--- src/rtl/sonhamos_timer_pkg.sv ---
`default_nettype none
// ============================================================================
//  Module      : sonhamos_timer_pkg
//  Description : Register offsets, CTRL bit positions, register map size and
//                a byte-strobe merge helper for the sonhamos timer.
//  Revision    : 1.0 - initial release
// ============================================================================
package sonhamos_timer_pkg;

  // Register map size (one 4 KiB window)
  localparam logic [31:0] c_reg_map_size = 32'h0000_1000;

  // Register offsets within the window
  localparam logic [11:0] c_off_ctrl     = 12'h000;
  localparam logic [11:0] c_off_prescale = 12'h004;
  localparam logic [11:0] c_off_compare  = 12'h008;
  localparam logic [11:0] c_off_count    = 12'h00C;
  localparam logic [11:0] c_off_status   = 12'h010;

  // CTRL bit positions
  localparam int c_ctrl_en_bit      = 0;
  localparam int c_ctrl_clr_bit     = 1;
  localparam int c_ctrl_irq_en_bit  = 2;
  localparam int c_ctrl_oneshot_bit = 3;

  // STATUS bit positions
  localparam int c_status_match_bit = 0;

  // Merge write data into the current register image byte by byte
  function automatic logic [31:0] apply_wstrb(input logic [31:0] cur,
                                              input logic [31:0] wdata,
                                              input logic [3:0]  wstrb);
    logic [31:0] res;
    res = cur;
    for (int b = 0; b < 4; b++) begin
      if (wstrb[b]) begin
        res[8*b +: 8] = wdata[8*b +: 8];
      end
    end
    return res;
  endfunction

endpackage : sonhamos_timer_pkg
`default_nettype wire

--- src/rtl/sonhamos_timer_prescaler.sv ---
`default_nettype none
// ============================================================================
//  Module      : sonhamos_timer_prescaler
//  Description : Free-running prescaler; emits a one-cycle tick every
//                reload+1 enabled cycles. Holds while disabled.
//  Revision    : 1.0 - initial release
// ============================================================================
module sonhamos_timer_prescaler
  import sonhamos_timer_pkg::*;
#(
  parameter int PRESCALE_WIDTH = 16
) (
  input  logic                      clk_i,
  input  logic                      rst_ni,
  input  logic                      en,
  input  logic [PRESCALE_WIDTH-1:0] reload,
  input  logic                      clr,
  output logic                      tick
);

  localparam logic [PRESCALE_WIDTH-1:0] c_ps_one = PRESCALE_WIDTH'(1);

  logic [PRESCALE_WIDTH-1:0] r_cnt;
  logic                      w_at_reload;

  assign w_at_reload = (r_cnt == reload);
  assign tick        = en & w_at_reload;

  // Prescaler count: clear wins, then reload-on-terminal or increment while enabled
  always_ff @(posedge clk_i or negedge rst_ni) begin
    if (!rst_ni) begin
      r_cnt <= '0;
    end else if (clr) begin
      r_cnt <= '0;
    end else if (en) begin
      r_cnt <= w_at_reload ? '0 : (r_cnt + c_ps_one);
    end
  end

endmodule : sonhamos_timer_prescaler
`default_nettype wire

--- src/rtl/sonhamos_timer.sv ---
`default_nettype none
// ============================================================================
//  Module      : sonhamos_timer
//  Description : Reg-bus timer/compare peripheral with prescaler, sticky
//                match flag, one-shot/periodic modes and level interrupt.
//  Revision    : 1.0 - initial release
// ============================================================================
module sonhamos_timer
  import sonhamos_timer_pkg::*;
#(
  parameter int PRESCALE_WIDTH = 16,
  parameter int COUNT_WIDTH    = 32
) (
  input  logic        clk_i,
  input  logic        rst_ni,
  input  logic        reg_valid_i,
  input  logic        reg_write_i,
  input  logic [3:0]  reg_wstrb_i,
  input  logic [31:0] reg_addr_i,
  input  logic [31:0] reg_wdata_i,
  output logic [31:0] reg_rdata_o,
  output logic        reg_error_o,
  output logic        reg_ready_o,
  output logic        irq_o
);

  localparam logic [COUNT_WIDTH-1:0] c_count_one = COUNT_WIDTH'(1);

  // Architectural state
  logic                      r_en;
  logic                      r_irq_en;
  logic                      r_oneshot;
  logic [PRESCALE_WIDTH-1:0] r_prescale;
  logic [COUNT_WIDTH-1:0]    r_compare;
  logic [COUNT_WIDTH-1:0]    r_count;
  logic                      r_match;
  logic                      r_irq;

  // Decode
  logic [11:0] w_off;
  logic        w_hit_ctrl, w_hit_ps, w_hit_cmp, w_hit_cnt, w_hit_stat;
  logic        w_addr_ok;
  logic        w_wr;

  // Register read images and write-merged values
  logic [31:0] w_ctrl_rd, w_ps_rd, w_cmp_rd, w_cnt_rd, w_stat_rd;
  logic [31:0] w_ctrl_wval, w_ps_wval, w_cmp_wval, w_stat_wval;
  logic        w_ctrl_we, w_ps_we, w_cmp_we, w_stat_we;

  // Timer datapath
  logic                   w_tick;
  logic                   w_clr;
  logic                   w_at_cmp;
  logic                   w_match_evt;
  logic                   w_en_nxt, w_irq_en_nxt, w_oneshot_nxt, w_match_nxt;
  logic [COUNT_WIDTH-1:0] w_count_nxt;
  logic                   w_unused_bits;

  // Exact offset match also rejects misaligned addresses
  assign w_off      = reg_addr_i[11:0];
  assign w_hit_ctrl = (w_off == c_off_ctrl);
  assign w_hit_ps   = (w_off == c_off_prescale);
  assign w_hit_cmp  = (w_off == c_off_compare);
  assign w_hit_cnt  = (w_off == c_off_count);
  assign w_hit_stat = (w_off == c_off_status);
  assign w_addr_ok  = w_hit_ctrl | w_hit_ps | w_hit_cmp | w_hit_cnt | w_hit_stat;
  assign w_wr       = reg_valid_i & reg_write_i & w_addr_ok;

  assign reg_ready_o = reg_valid_i;
  assign reg_error_o = reg_valid_i & ~w_addr_ok;

  // Zero-extended register images; CLR always reads 0
  always_comb begin
    w_ctrl_rd                      = '0;
    w_ctrl_rd[c_ctrl_en_bit]       = r_en;
    w_ctrl_rd[c_ctrl_irq_en_bit]   = r_irq_en;
    w_ctrl_rd[c_ctrl_oneshot_bit]  = r_oneshot;
    w_ps_rd                        = '0;
    w_ps_rd[PRESCALE_WIDTH-1:0]    = r_prescale;
    w_cmp_rd                       = '0;
    w_cmp_rd[COUNT_WIDTH-1:0]      = r_compare;
    w_cnt_rd                       = '0;
    w_cnt_rd[COUNT_WIDTH-1:0]      = r_count;
    w_stat_rd                      = '0;
    w_stat_rd[c_status_match_bit]  = r_match;
  end

  // Read data mux, zero unless a valid in-map access is presented
  always_comb begin
    reg_rdata_o = '0;
    if (reg_valid_i) begin
      if (w_hit_ctrl)      reg_rdata_o = w_ctrl_rd;
      else if (w_hit_ps)   reg_rdata_o = w_ps_rd;
      else if (w_hit_cmp)  reg_rdata_o = w_cmp_rd;
      else if (w_hit_cnt)  reg_rdata_o = w_cnt_rd;
      else if (w_hit_stat) reg_rdata_o = w_stat_rd;
    end
  end

  assign w_ctrl_wval = apply_wstrb(w_ctrl_rd, reg_wdata_i, reg_wstrb_i);
  assign w_ps_wval   = apply_wstrb(w_ps_rd,   reg_wdata_i, reg_wstrb_i);
  assign w_cmp_wval  = apply_wstrb(w_cmp_rd,  reg_wdata_i, reg_wstrb_i);
  // STATUS is W1C: merge onto zero so only written ones clear
  assign w_stat_wval = apply_wstrb(32'h0,     reg_wdata_i, reg_wstrb_i);

  assign w_ctrl_we = w_wr & w_hit_ctrl;
  assign w_ps_we   = w_wr & w_hit_ps;
  assign w_cmp_we  = w_wr & w_hit_cmp;
  assign w_stat_we = w_wr & w_hit_stat;

  assign w_clr = w_ctrl_we & w_ctrl_wval[c_ctrl_clr_bit];

  assign w_unused_bits = ^{reg_addr_i[31:12], w_ps_wval, w_cmp_wval, w_ctrl_wval, w_stat_wval};

  sonhamos_timer_prescaler #(
    .PRESCALE_WIDTH (PRESCALE_WIDTH)
  ) u_prescaler (
    .clk_i  (clk_i),
    .rst_ni (rst_ni),
    .en     (r_en),
    .reload (r_prescale),
    .clr    (w_clr),
    .tick   (w_tick)
  );

  // A tick coinciding with CLR is dropped entirely
  assign w_at_cmp    = (r_count == r_compare);
  assign w_match_evt = w_tick & w_at_cmp & ~w_clr;

  // Next-state: hardware events first, bus writes override CTRL, match set beats W1C
  always_comb begin
    w_en_nxt      = r_en;
    w_irq_en_nxt  = r_irq_en;
    w_oneshot_nxt = r_oneshot;
    w_match_nxt   = r_match;
    w_count_nxt   = r_count;

    if (w_match_evt && r_oneshot) begin
      w_en_nxt = 1'b0;
    end
    if (w_ctrl_we) begin
      w_en_nxt      = w_ctrl_wval[c_ctrl_en_bit];
      w_irq_en_nxt  = w_ctrl_wval[c_ctrl_irq_en_bit];
      w_oneshot_nxt = w_ctrl_wval[c_ctrl_oneshot_bit];
    end

    if (w_stat_we && w_stat_wval[c_status_match_bit]) begin
      w_match_nxt = 1'b0;
    end
    if (w_match_evt) begin
      w_match_nxt = 1'b1;
    end

    if (w_clr) begin
      w_count_nxt = '0;
    end else if (w_tick) begin
      w_count_nxt = w_at_cmp ? '0 : (r_count + c_count_one);
    end
  end

  // State registers, including the registered interrupt level
  always_ff @(posedge clk_i or negedge rst_ni) begin
    if (!rst_ni) begin
      r_en       <= 1'b0;
      r_irq_en   <= 1'b0;
      r_oneshot  <= 1'b0;
      r_prescale <= '0;
      r_compare  <= '1;
      r_count    <= '0;
      r_match    <= 1'b0;
      r_irq      <= 1'b0;
    end else begin
      r_en      <= w_en_nxt;
      r_irq_en  <= w_irq_en_nxt;
      r_oneshot <= w_oneshot_nxt;
      r_count   <= w_count_nxt;
      r_match   <= w_match_nxt;
      r_irq     <= w_match_nxt & w_irq_en_nxt;
      if (w_ps_we) begin
        r_prescale <= w_ps_wval[PRESCALE_WIDTH-1:0];
      end
      if (w_cmp_we) begin
        r_compare <= w_cmp_wval[COUNT_WIDTH-1:0];
      end
    end
  end

  assign irq_o = r_irq;

endmodule : sonhamos_timer
`default_nettype wire

--- config.mk ---
export PLATFORM = sky130hd
export DESIGN_NAME = sonhamos_timer
export DESIGN_NICKNAME = d
export VERILOG_FILES = /design/src/rtl/sonhamos_timer_pkg.sv /design/src/rtl/sonhamos_timer_prescaler.sv /design/src/rtl/sonhamos_timer.sv
export SDC_FILE = /design/constraint.sdc
export NUM_CORES = 1
export LEC_CHECK = 0
export ABC_AREA = 1
export CAP_MARGIN = 40
export CORE_MARGIN = 2
export CORE_UTILIZATION = 44
export CTS_CLUSTER_SIZE = 24
export DETAILED_ROUTE_END_ITERATION = 16
export PLACE_DENSITY = 0.74
export SYNTH_ARGS = -nofsm -noshare
export SYNTH_HDL_FRONTEND = slang
export SYNTH_SLANG_ARGS = --single-unit
--- constraint.sdc ---
create_clock -name clk_i -period 1.5 [get_ports clk_i]
set_input_delay 0.225 -clock clk_i [delete_from_list [all_inputs] [get_ports clk_i]]
set_output_delay 0.225 -clock clk_i [all_outputs]
set_load 0.02 [all_outputs]
==> impl_metrics.env <==
export IMPL_grt_usage=0.3015
export IMPL_rsz0062_at_grt="yes"
export IMPL_yosysUniqueCellTypes=37
export IMPL_ys_seq_area_frac=0.3424
export IMPL_tns_ns=-27.35
export IMPL_antenna_found_initial=0
export IMPL_worstSetupStartpoint="r_compare[0]$_DFFE_PN1P_"
export IMPL_syn_area_um2=7498
export IMPL_drive_gt1_frac=0.3924
export IMPL_min_path_type="primary input to asynchronous set/reset pin"
export IMPL_ys_seq_elements=101
export IMPL_peakVddDrop_v=0.0006272
export IMPL_finalPower_uw=5731
export IMPL_critPathRequiredTime_ns=1.72
export IMPL_final_setup_viol_count=92
export IMPL_grt_pass1_wl_mm=43.31
export IMPL_clock_sinks=101
export IMPL_status="complete, but fails checks"
export IMPL_synthArstFlopShare=1.000
export IMPL_viasPerCell=5.717
export IMPL_hold_viol=0
export IMPL_clkLatencyLatePin_ns=0.37
export IMPL_violations="setup timing"
export IMPL_die_h_um=134.5
export IMPL_final_period_utilization=1.403
export IMPL_cp_arrival_ns=2.33
export IMPL_num_antenna_cells=0
export IMPL_grt_overflow=0
export IMPL_syn_inst=1134
export IMPL_ant_nets=0
export IMPL_path_clk_slew_ns=0.08
export IMPL_die_area_um2=18100
export IMPL_core_um2=16640
export IMPL_yosysTopAreaCell="dfrtp_1"
export IMPL_io_buffer_count=86
export IMPL_reg2reg_depth=13
export IMPL_area_delta_synth_final_pct=63.06
export IMPL_synth_enable_flop_cells=0
export IMPL_ys_warn_count=0
export IMPL_finalWirelength_mm=31.29
export IMPL_grt_max_degree=33
export IMPL_post_route_util=0.7347
export IMPL_io_pins=107
export IMPL_gp_congestion=0.9306
export IMPL_period_minus_slack_ns=2.105
export IMPL_vias=9256
export IMPL_endpoint="r_count[19]$_DFFE_PN0P_"
export IMPL_drv_cap=0
export IMPL_grt_pass1_vias=8487
export IMPL_worstReg2RegStart="r_compare[0]$_DFFE_PN1P_"
export IMPL_postLayoutCellArea_um2=12230
export IMPL_syn_area_per_cell_um2=6.612
export IMPL_first_iter_violations=1086
export IMPL_rrSetupSlack_ns=-0.60
export IMPL_placedInstanceArea_um2=10290
export IMPL_wl_met3_mm=2.743
export IMPL_finalClockSkew_ns=0.01468
export IMPL_timing_rr_end="r_count[19]$_DFFE_PN0P_"
export IMPL_start_kind="register"
export IMPL_wire_per_inst_um=19.33
export IMPL_finalMaxSlewViolations=0
export IMPL_met2_length_mm=14.85
export IMPL_start_util=0.4506
export IMPL_route_detailed_drc=0
export IMPL_cts_tree="done"
export IMPL_powerDensity_nw_per_um2=468.8
export IMPL_critPathKind="register to register"
export IMPL_synth_area_leaders="dfrtp_1 23%, nand2_1 20%, dfstp_2 11%"
export IMPL_met1_length_mm=11.94
export IMPL_fmax_mhz=475.1
export IMPL_max_slew_margin=0.7129
export IMPL_p_leak_uw=0.006049
export IMPL_nets=1468
export IMPL_die_w_um=134.5
export IMPL_regArea_um2=2569
export IMPL_hpwl_mm=17.64
export IMPL_worst_pin_slew_ns=0.4307
export IMPL_multi_input_area_um2=5470
export IMPL_cts_root_buf="clkbuf_16"
export IMPL_yosysTopAreaCellShare=0.2303
export IMPL_drt_pass1_iter_count=8
export IMPL_num_rows=47
export IMPL_numCtsBuffers=9
export IMPL_synth_nets=1208
export IMPL_n_fill_cell=1067
export IMPL_ys_flop_type="dfrtp_1"
export IMPL_fin_ws_ns=-0.6049
export IMPL_cts_buffer_depth=2
export IMPL_worst_path_max_fanout=32
export IMPL_htreeDepth=3
export IMPL_worst_setup_path_end_kind="register"
export IMPL_top_layer="met4"
area by class of cell:
cell class	count	share of cell area
Clock inverter	5	0.004810
Timing Repair Buffer	314	0.2518
Sequential cell	101	0.2101
Clock buffer	11	0.01985
Inverter	132	0.04349
Tap cell	220	0.02251
Multi-Input combinational cell	836	0.4474
how the worst min path moves through the flow:
stage                     startpoint                         to  slack [ns]
after floorplan               rst_ni            irq_o$_DFF_PN0_       -0.07
after global placement        rst_ni  r_prescale[1]$_DFFE_PN0P_        0.17
after detailed placement      rst_ni  r_prescale[1]$_DFFE_PN0P_        0.18
after CTS                     rst_ni  r_prescale[1]$_DFFE_PN0P_        0.34
after global routing          rst_ni           r_en$_DFFE_PN0P_        0.38
final                         rst_ni  r_prescale[1]$_DFFE_PN0P_        0.34
logic make-up after synthesis:
kind of cell | after synthesis | synth area share
DFF | 101 | 0.3424
and+or+nand+nor | 698 | 0.4120
buffers and inverters | 197 | 0.1170
adders and majority gates | 2 | 0.003337
xor gates and xnor gates | 43 | 0.05023
AOI/OAI and AO/OA | 81 | 0.05707
muxes | 12 | 0.01802
synthesized netlist by cell type (3+ instances only):
master	n
nor2_2	3
buf_1	3
inv_1	105
a31oi_1	13
clkinv_1	4
nand3_1	88
buf_2	33
nand2_2	7
dfrtp_1	69
nand2_1	401
o22ai_1	3
nor3_1	5
nand4_2	4
clkbuf_2	4
clkbuf_1	10
inv_2	22
o21ai_1	24
xor2_1	34
buf_4	7
nor2_1	107
nor2_8	3
mux2_1	11
a21oi_1	29
dfstp_2	32
o21ai_0	11
nand2_4	3
nand4_1	71
buf_6	8
xnor2_1	9
critical path, cell delays in order, from the launching register on:
cell and delay [ns]:
dfstp_2 0.56, buf_6 0.10, inv_2 0.03, nand2_1 0.06, nand2_1 0.08, nor2_1 0.17, nand3_1 0.14, nor2_2 0.18
nand2_2 0.10, inv_2 0.07, nand2_2 0.07, buf_12 0.17, nand4_1 0.10, nand2_1 0.12
flip-flops by register name, summed over array words and instances, names as in the netlist:
signal             cells
r_prescale            16
r_compare             32
r_count               32
r_oneshot              1
u_prescaler.r_cnt     16
r_en                   1
r_match                1
r_irq_en               1
irq_o                  1
power by group:
group / total, µW / leakage, µW / switching, µW / internal (µW)
logic: 513 / 0.00462 / 273 / 240
registers: 2730 / 0.00129 / 1.86 / 2730
clock network: 2490 / 0.000144 / 1140 / 1350
through the flow:
stage	cells	hold slack, ns	worst slack [ns]
2_1_floorplan	1134	-0.07059	-0.06549
3_3_place_gp	1544	0.1749	-1.067
3_5_place_dp	1544	0.1805	-1.139
4_1_cts	1611	0.3386	-0.2906
5_1_grt	1619	0.3774	-0.6508
6_report	1619	0.3386	-0.6049
metal layers:
metal	vias to the layer above	track usage
met5	-	0
met4	0	0.1035
met3	149	0.04242
met2	614	0.5020
met1	4350	0.4037
li1	4143	-
placed cells by master, fill, tap and decap left out, types with 9 or more instances in the layout:
master / Yosys / final
a21oi_1: 29 / 10
a21oi_4: 0 / 18
a31oi_4: 0 / 13
buf_12: 0 / 21
buf_4: 7 / 180
buf_6: 8 / 58
clkbuf_16: 0 / 11
clkdlybuf4s50_1: 0 / 37
dfrtp_1: 69 / 68
dfstp_2: 32 / 32
inv_1: 105 / 99
inv_2: 22 / 24
mux2_1: 11 / 11
nand2_1: 401 / 341
nand2_2: 7 / 28
nand2_4: 3 / 39
nand3_1: 88 / 45
nand3_2: 2 / 22
nand3_4: 1 / 24
nand4_1: 71 / 71
nor2_1: 107 / 87
nor2_2: 3 / 12
nor2_4: 2 / 13
o21ai_1: 24 / 18
xnor2_1: 9 / 9
xor2_1: 34 / 34
what timing repair did:
| action | CTS | global route |
|---|---|---|
| hold endpoints to repair | 15 | 0 |
| cloned | 7 | 2 |
| pin swaps | 42 | 46 |
| setup endpoints to repair | 134 | 126 |
| gates resized for setup | 375 | 117 |
| setup buffers | 44 | 11 |
| hold buffers | 1 | 0 |
(Power assumes the default switching activity.)
